[src/rtl/led_display_pkg.sv]
// Shared types and helpers for the LED value scanner.
package led_display_pkg;

    localparam int unsigned NIBBLE_W = 4;

    typedef enum logic [1:0] {
        IDLE      = 2'd0,
        SHOW      = 2'd1,
        GAP       = 2'd2,
        FRAME_GAP = 2'd3
    } scan_state_e;

    function automatic int unsigned nibbles(input int unsigned value_w);
        return value_w / NIBBLE_W;
    endfunction

endpackage

[src/rtl/led_pwm_gate.sv]
// Free-running PWM counter that blanks the LED drive outside the brightness duty window.
// Compiled only when LED_PWM_EN is defined.
`ifdef LED_PWM_EN
module led_pwm_gate #(
    parameter int unsigned PWM_BITS = 4,
    parameter int unsigned LED_W    = 4
) (
    input  logic                clk,
    input  logic                rst_n,
    input  logic [PWM_BITS-1:0] brightness_i,
    input  logic [LED_W-1:0]    leds_raw,
    input  logic                pos_raw,
    output logic [LED_W-1:0]    leds_gated_c,
    output logic                pos_gated_c
);

    logic [PWM_BITS-1:0] pwm_cnt;
    logic                on_c;

    always_ff @(posedge clk or negedge rst_n) begin
        if (!rst_n) begin
            pwm_cnt <= '0;
        end else begin
            pwm_cnt <= pwm_cnt + PWM_BITS'(1);
        end
    end

    // brightness 0 never lights; full scale gives (2^B-1)/2^B duty
    assign on_c         = (pwm_cnt < brightness_i);
    assign leds_gated_c = on_c ? leds_raw : '0;
    assign pos_gated_c  = on_c & pos_raw;

endmodule
`endif

[src/rtl/led_value_scanner.sv]
// Serialises a word onto 4 LEDs one nibble at a time, MSB nibble first, with inter-nibble and frame gaps.
// Optional LED_PWM_EN adds a brightness_i port and PWM gating of the LED outputs.
module led_value_scanner
    import led_display_pkg::*;
#(
    parameter int unsigned VALUE_W   = 32,
    parameter int unsigned DWELL_CYC = 6_000_000,
    parameter int unsigned GAP_CYC   = 3_000_000,
    parameter int unsigned PWM_BITS  = 4
) (
    input  logic                clk,
    input  logic                rst_n,
    input  logic                enable_i,
    input  logic [VALUE_W-1:0]  value_i,
    input  logic                value_valid_i,
    output logic                value_ready_o,
    output logic [NIBBLE_W-1:0] leds_o,
    output logic                led_pos_o,
    output logic                frame_done_o
`ifdef LED_PWM_EN
    ,
    input  logic [PWM_BITS-1:0] brightness_i
`endif
);

    localparam int unsigned NIB     = nibbles(VALUE_W);
    localparam int unsigned IDX_W   = (NIB > 1) ? $clog2(NIB) : 1;
    localparam int unsigned CNT_MAX = (DWELL_CYC > 2 * GAP_CYC) ? DWELL_CYC : 2 * GAP_CYC;
    localparam int unsigned CNT_W   = $clog2(CNT_MAX + 1);

    localparam logic [CNT_W-1:0] DWELL_LAST = CNT_W'(DWELL_CYC - 1);
    localparam logic [CNT_W-1:0] GAP_LAST   = CNT_W'(GAP_CYC - 1);
    localparam logic [CNT_W-1:0] FGAP_LAST  = CNT_W'(2 * GAP_CYC - 1);
    localparam logic [IDX_W-1:0] IDX_LAST   = IDX_W'(NIB - 1);

    generate
        if ((VALUE_W < NIBBLE_W) || ((VALUE_W % NIBBLE_W) != 0)) begin : g_bad_value_w
            $error("led_value_scanner: VALUE_W must be a multiple of 4 and at least 4");
        end
        if (DWELL_CYC < 1) begin : g_bad_dwell
            $error("led_value_scanner: DWELL_CYC must be at least 1");
        end
        if (PWM_BITS < 1) begin : g_bad_pwm
            $error("led_value_scanner: PWM_BITS must be at least 1");
        end
    endgenerate

    scan_state_e          state, state_nxt;
    logic [IDX_W-1:0]     idx, idx_nxt;
    logic [CNT_W-1:0]     cnt, cnt_nxt;
    logic [VALUE_W-1:0]   shadow, disp;
    logic                 has_value;
    logic                 pending_c, accept_c, snap_c, done_c, pos_c;
    logic [NIBBLE_W-1:0]  nibble_c, leds_c, leds_g_c;
    logic                 pos_g_c;

    // ready is the registered inverse of the shadow-buffer occupancy
    assign pending_c = ~value_ready_o;
    assign accept_c  = value_valid_i & value_ready_o;
    assign nibble_c  = NIBBLE_W'(disp >> (NIBBLE_W * (NIB - 1 - 32'(idx))));

    always_comb begin
        state_nxt = state;
        idx_nxt   = idx;
        cnt_nxt   = cnt;
        snap_c    = 1'b0;
        done_c    = 1'b0;
        leds_c    = '0;
        pos_c     = 1'b0;
        unique case (state)
            IDLE: begin
                if (enable_i && (pending_c || has_value)) begin
                    state_nxt = SHOW;
                    idx_nxt   = '0;
                    cnt_nxt   = '0;
                    snap_c    = pending_c;
                end
            end
            SHOW: begin
                leds_c = nibble_c;
                pos_c  = (idx == '0);
                if (cnt == DWELL_LAST) begin
                    cnt_nxt = '0;
                    if (GAP_CYC != 0) begin
                        state_nxt = GAP;
                    end else if (idx == IDX_LAST) begin
                        // zero-gap build: next frame starts straight after the last nibble
                        done_c  = 1'b1;
                        idx_nxt = '0;
                        snap_c  = pending_c;
                    end else begin
                        idx_nxt = idx + IDX_W'(1);
                    end
                end else begin
                    cnt_nxt = cnt + CNT_W'(1);
                end
            end
            GAP: begin
                if (cnt == GAP_LAST) begin
                    cnt_nxt = '0;
                    if (idx == IDX_LAST) begin
                        done_c    = 1'b1;
                        state_nxt = FRAME_GAP;
                        idx_nxt   = '0;
                    end else begin
                        state_nxt = SHOW;
                        idx_nxt   = idx + IDX_W'(1);
                    end
                end else begin
                    cnt_nxt = cnt + CNT_W'(1);
                end
            end
            FRAME_GAP: begin
                if (cnt == FGAP_LAST) begin
                    cnt_nxt   = '0;
                    state_nxt = SHOW;
                    idx_nxt   = '0;
                    snap_c    = pending_c;
                end else begin
                    cnt_nxt = cnt + CNT_W'(1);
                end
            end
            default: begin
                state_nxt = IDLE;
            end
        endcase
        // disable aborts the frame silently; shadow contents survive
        if ((state != IDLE) && !enable_i) begin
            state_nxt = IDLE;
            idx_nxt   = '0;
            cnt_nxt   = '0;
            snap_c    = 1'b0;
            done_c    = 1'b0;
            leds_c    = '0;
            pos_c     = 1'b0;
        end
    end

`ifdef LED_PWM_EN
    led_pwm_gate #(
        .PWM_BITS (PWM_BITS),
        .LED_W    (NIBBLE_W)
    ) u_pwm_gate (
        .clk          (clk),
        .rst_n        (rst_n),
        .brightness_i (brightness_i),
        .leds_raw     (leds_c),
        .pos_raw      (pos_c),
        .leds_gated_c (leds_g_c),
        .pos_gated_c  (pos_g_c)
    );
`else
    assign leds_g_c = leds_c;
    assign pos_g_c  = pos_c;
`endif

    always_ff @(posedge clk or negedge rst_n) begin
        if (!rst_n) begin
            state         <= IDLE;
            idx           <= '0;
            cnt           <= '0;
            shadow        <= '0;
            disp          <= '0;
            has_value     <= 1'b0;
            value_ready_o <= 1'b1;
            leds_o        <= '0;
            led_pos_o     <= 1'b0;
            frame_done_o  <= 1'b0;
        end else begin
            state        <= state_nxt;
            idx          <= idx_nxt;
            cnt          <= cnt_nxt;
            leds_o       <= leds_g_c;
            led_pos_o    <= pos_g_c;
            frame_done_o <= done_c;
            if (snap_c) begin
                disp      <= shadow;
                has_value <= 1'b1;
            end
            // accept and snapshot are exclusive: accept needs an empty buffer, snapshot a full one
            if (accept_c) begin
                shadow        <= value_i;
                value_ready_o <= 1'b0;
            end else if (snap_c) begin
                value_ready_o <= 1'b1;
            end
        end
    end

endmodule

[config.mk]
export PLATFORM = sky130hd
export DESIGN_NAME = led_value_scanner
export DESIGN_NICKNAME = d
export VERILOG_FILES = /design/src/rtl/led_display_pkg.sv /design/src/rtl/led_pwm_gate.sv /design/src/rtl/led_value_scanner.sv
export SDC_FILE = /design/constraint.sdc
export NUM_CORES = 1
export LEC_CHECK = 0
export BUFFER_PORTS_ARGS = -buffer_cell sky130_fd_sc_hd__buf_2
export CORE_ASPECT_RATIO = 0.7
export CORE_MARGIN = 2
export CORE_UTILIZATION = 55
export CTS_CLUSTER_SIZE = 12
export DETAILED_ROUTE_END_ITERATION = 7
export GPL_ROUTABILITY_DRIVEN = 0
export HOLD_SLACK_MARGIN = 0.12
export PLACE_DENSITY = 0.74
export REMOVE_ABC_BUFFERS = 1
export SLEW_MARGIN = 20
export SYNTH_ARGS = -nofsm -noshare
export SYNTH_HDL_FRONTEND = slang
export SYNTH_SLANG_ARGS = --single-unit
[constraint.sdc]
create_clock -name clk -period 2.62 [get_ports clk]
set_input_delay 0 -clock clk [delete_from_list [all_inputs] [get_ports clk]]
set_output_delay 0 -clock clk [all_outputs]
set_load 0.005 [all_outputs]
==> run summary <==
Worst-path clk slew: 70 ps
Initial detailed-routing violation count: 280
Grt met1 use: 33.8%
GR Util met2: 37.2%
Final setup fails: 0
Layout area overhead: 23.4%
Synth warn: 0
R2r setup slk: 180 ps
Critical path class: flip-flop to flip-flop
Initial Util: 56.0%
Chip Width: 118 um
Most common flop cell mapped by yosys: dfrtp_1
Post-synth EDFFs: 0
Avg WL per Cell: 17.5 um
DIE AREA: 9910 um^2
RSZ-0062 raised after global routing: false
FF-to-FF Start: cnt[1]
Period utilization: 93.2%
Flop pwr share: 42.2%
Setup_tns: 0 ps
Final Hold Viols: 0
Clock Power Share: 23.1%
Initial antenna violation count: 0
Synth Register Bits: 100
Seq/Total Area, Yosys: 49.9%
Final nets: 553
Synth area leaders: dfrtp_1 49%, mux2_4 8.4%, mux2_2 8.3%
Worst R2R End: cnt[20]
Slew @ Worst Pin: 730 ps
Post-Route WL: 11.2 mm
Sw power: 1840 uW
Post-route minimum period: 2440 ps
Layout cells sized above 1: 32.9%
R2r worst-path depth: 7
HP Class: input pin to asynchronous set/reset pin
Max_slew headroom: 50.8%
Worst VDD drop: 0.566 mV
CP most frequent cell: or3_1
Synthesized cell area: 5020 um^2
Antenna-violating nets left: 0
CP Launch Type: flip-flop
Inserted Diodes: 0
DR vias: 3673
Post-synth top area cell: dfrtp_1
Crit. End Element: flip-flop
CTS Root Cell: clkbuf_16
Pwr/cell area: 955 nW/um^2
Register area: 2500 um^2
Slowest-stage cell, CP: or4_1
DRC Markers: 0
CTS tree: built
Die height: 83.9 um
Clk sinks: 100
Vias per cell: 5.76
H-tree depth: 3
Worst Path Max Fanout: 8
FMAX: 409 MHz
Core ar.: 8960 um^2
Leak pwr: 0.00275 uW
Footprint of the multi-input gates: 2350 um^2
Logic pwr share: 34.7%
WP data required: 2880 ps
Filler instances: 631
Row count: 29
Count of cell types in the netlist: 47
# IOs: 43
Share of the synthesized area in the top cell type: 49.4%
GRT busiest layer: met2
Grt ovf: 0
Skew final: 10.3 ps
Met3 usage: 5.19%
Slowest cell delay on critical path: 690 ps
Port-buffer cells: 42
Largest net degree at the start of global routing: 54
CP Data Arrival Time: 2710 ps
Max_cap viols: 0
Dpl hpwl: 7.16 mm
Net Sw Frac: 31.1%
Clk_lat worst skew: 350 ps
Synthesized area per cell: 11.9 um^2
Ys async rst share: 100%
Outcome: finished clean
Final slew viol count: 0
Synth Instances: 423
Total track usage: 23.8%
Inserted Clock Buffers: 9
First-pass DRT Iterations: 5
Crit path cell chain: ha_1 > buf_4 > nand4_1 > or4_1 > or3_1 > or3_1 > o211ai_1
Pint: 4070 uW
CTS Buffer Depth: 2
Vias in the first global route: 3693
First-pass GRT wire length: 18.7 mm
Layout Utilization: 69.1%
-- synthesized netlist by cell type (all sizes together), types with 2 or more instances --
cell,number
o31ai,2
inv,13
nand3,12
o211ai,21
and4,2
and3,4
o31a,2
a21oi,3
dfrtp,99
and2,7
o21ai,9
clkbuf,23
ha,8
o221ai,7
or4,6
mux4,8
nor3,4
nor4,9
a22oi,6
buf,8
a21boi,2
nand2,39
o2111ai,8
mux2,65
or3,4
nor4b,2
or2,2
nand2b,3
mux2i,7
nand4,4
nor2,23
-- area by class of cell --
type                            instances  area share [%]
Clock buffer                            9            3.64
Clock inverter                          7            1.31
Inverter                               13           0.788
Multi-Input combinational cell        279            38.0
Sequential cell                       100            40.4
Tap cell                              124            2.51
Timing Repair Buffer                  106            13.3
-- cells in the final DEF, fill, tap and decap left out, types with 5 or more instances in the layout --
master / count
buf_2: 41
mux2i_1: 7
buf_4: 27
nand2_1: 39
or4_1: 5
inv_1: 13
nand3_1: 12
dfrtp_1: 99
clkbuf_16: 10
nor2_1: 23
mux2_4: 28
dlygate4sd3_1: 35
and2_1: 7
mux2_2: 37
o211ai_1: 21
a22oi_1: 6
ha_1: 8
o2111ai_1: 8
nor4_1: 7
o21ai_0: 8
mux4_2: 8
o221ai_1: 7
-- logic make-up (layout without fill, tap and decap cells) --
logic type      count (synthesis)  after routing  synth area share (%)
buf+inv                        44            135                  3.79
compound gates                 64             64                  9.58
fa+ha+maj                       8              8                  2.00
simple gates                  126            126                  12.9
mux                            80             80                  21.7
xor+xnor                        1              1                 0.175
flops                         100            100                  49.9
-- flip-flops by register name (all words and copies together) (netlist names) --
register,flops
disp,32
cnt,23
leds_o,4
value_ready_o,1
shadow,32
frame_done_o,1
state,2
has_value,1
led_pos_o,1
idx,3
-- layer usage --
layer | share of wire [%] | vias to the layer above | wire length (um)
li1 | - | 1732 | -
met1 | 46 | 1817 | 5170
met2 | 47 | 113 | 5260
met3 | 5.7 | 11 | 637
met4 | 1.1 | 0 | 125
met5 | 0 | - | 0
-- per-stage QoR --
step | cell area, um^2 | hold WS [ps] | total power (uW) | cells | setup WS (ps)
after floorplan | 4880 | -296 | 3850 | 392 | -559
after global placement | 5480 | 56.9 | 4320 | 585 | 72.0
after detailed placement | 5480 | 55.1 | 4440 | 585 | 40.4
after CTS | 6130 | 224 | 5880 | 636 | 23.2
after global routing | 6190 | 266 | 6250 | 638 | 55.2
final | 6190 | 198 | 5910 | 638 | 178
-- critical path: cells and delay by family (launching register included) --
kind / cells / cell delay [ps]
AND/OR/NAND/NOR: 4 / 1500
flip-flops: 1 / 380
adder cells (fa/ha/maj): 1 / 180
AO/OA/AOI/OAI: 1 / 160
buffers and inverters: 1 / 130
-- worst max-delay path by stage --
stage / from / end / slack (ps) / cells after the start
3_5_place_dp: cnt[13] / disp[1] / 40 / 6
4_1_cts: cnt[13] / disp[24] / 20 / 6
2_1_floorplan: state[0] / idx[0] / -560 / 5
5_1_grt: cnt[1] / cnt[20] / 60 / 7
3_3_place_gp: cnt[13] / disp[1] / 70 / 6
6_report: cnt[1] / cnt[20] / 180 / 7
-- power by group through the flow --
stage / clock network [uW] / logic (uW) / registers, uW
after floorplan: 0 / 1470 / 2380
after global placement: 0 / 1840 / 2480
after detailed placement: 0 / 1940 / 2500
after CTS: 1390 / 1990 / 2490
after global routing: 1470 / 2220 / 2570
final: 1370 / 2050 / 2490
-- timing repair --
item | 4_1_cts | 5_1_grt
hold buffers | 35 | 0
setup endpoints to repair | 0 | 32
hold endpoints to repair | 83 | 0
gates resized for setup | 0 | 5
buffers inserted | 0 | 1
Power figures use the tool's default switching activity.
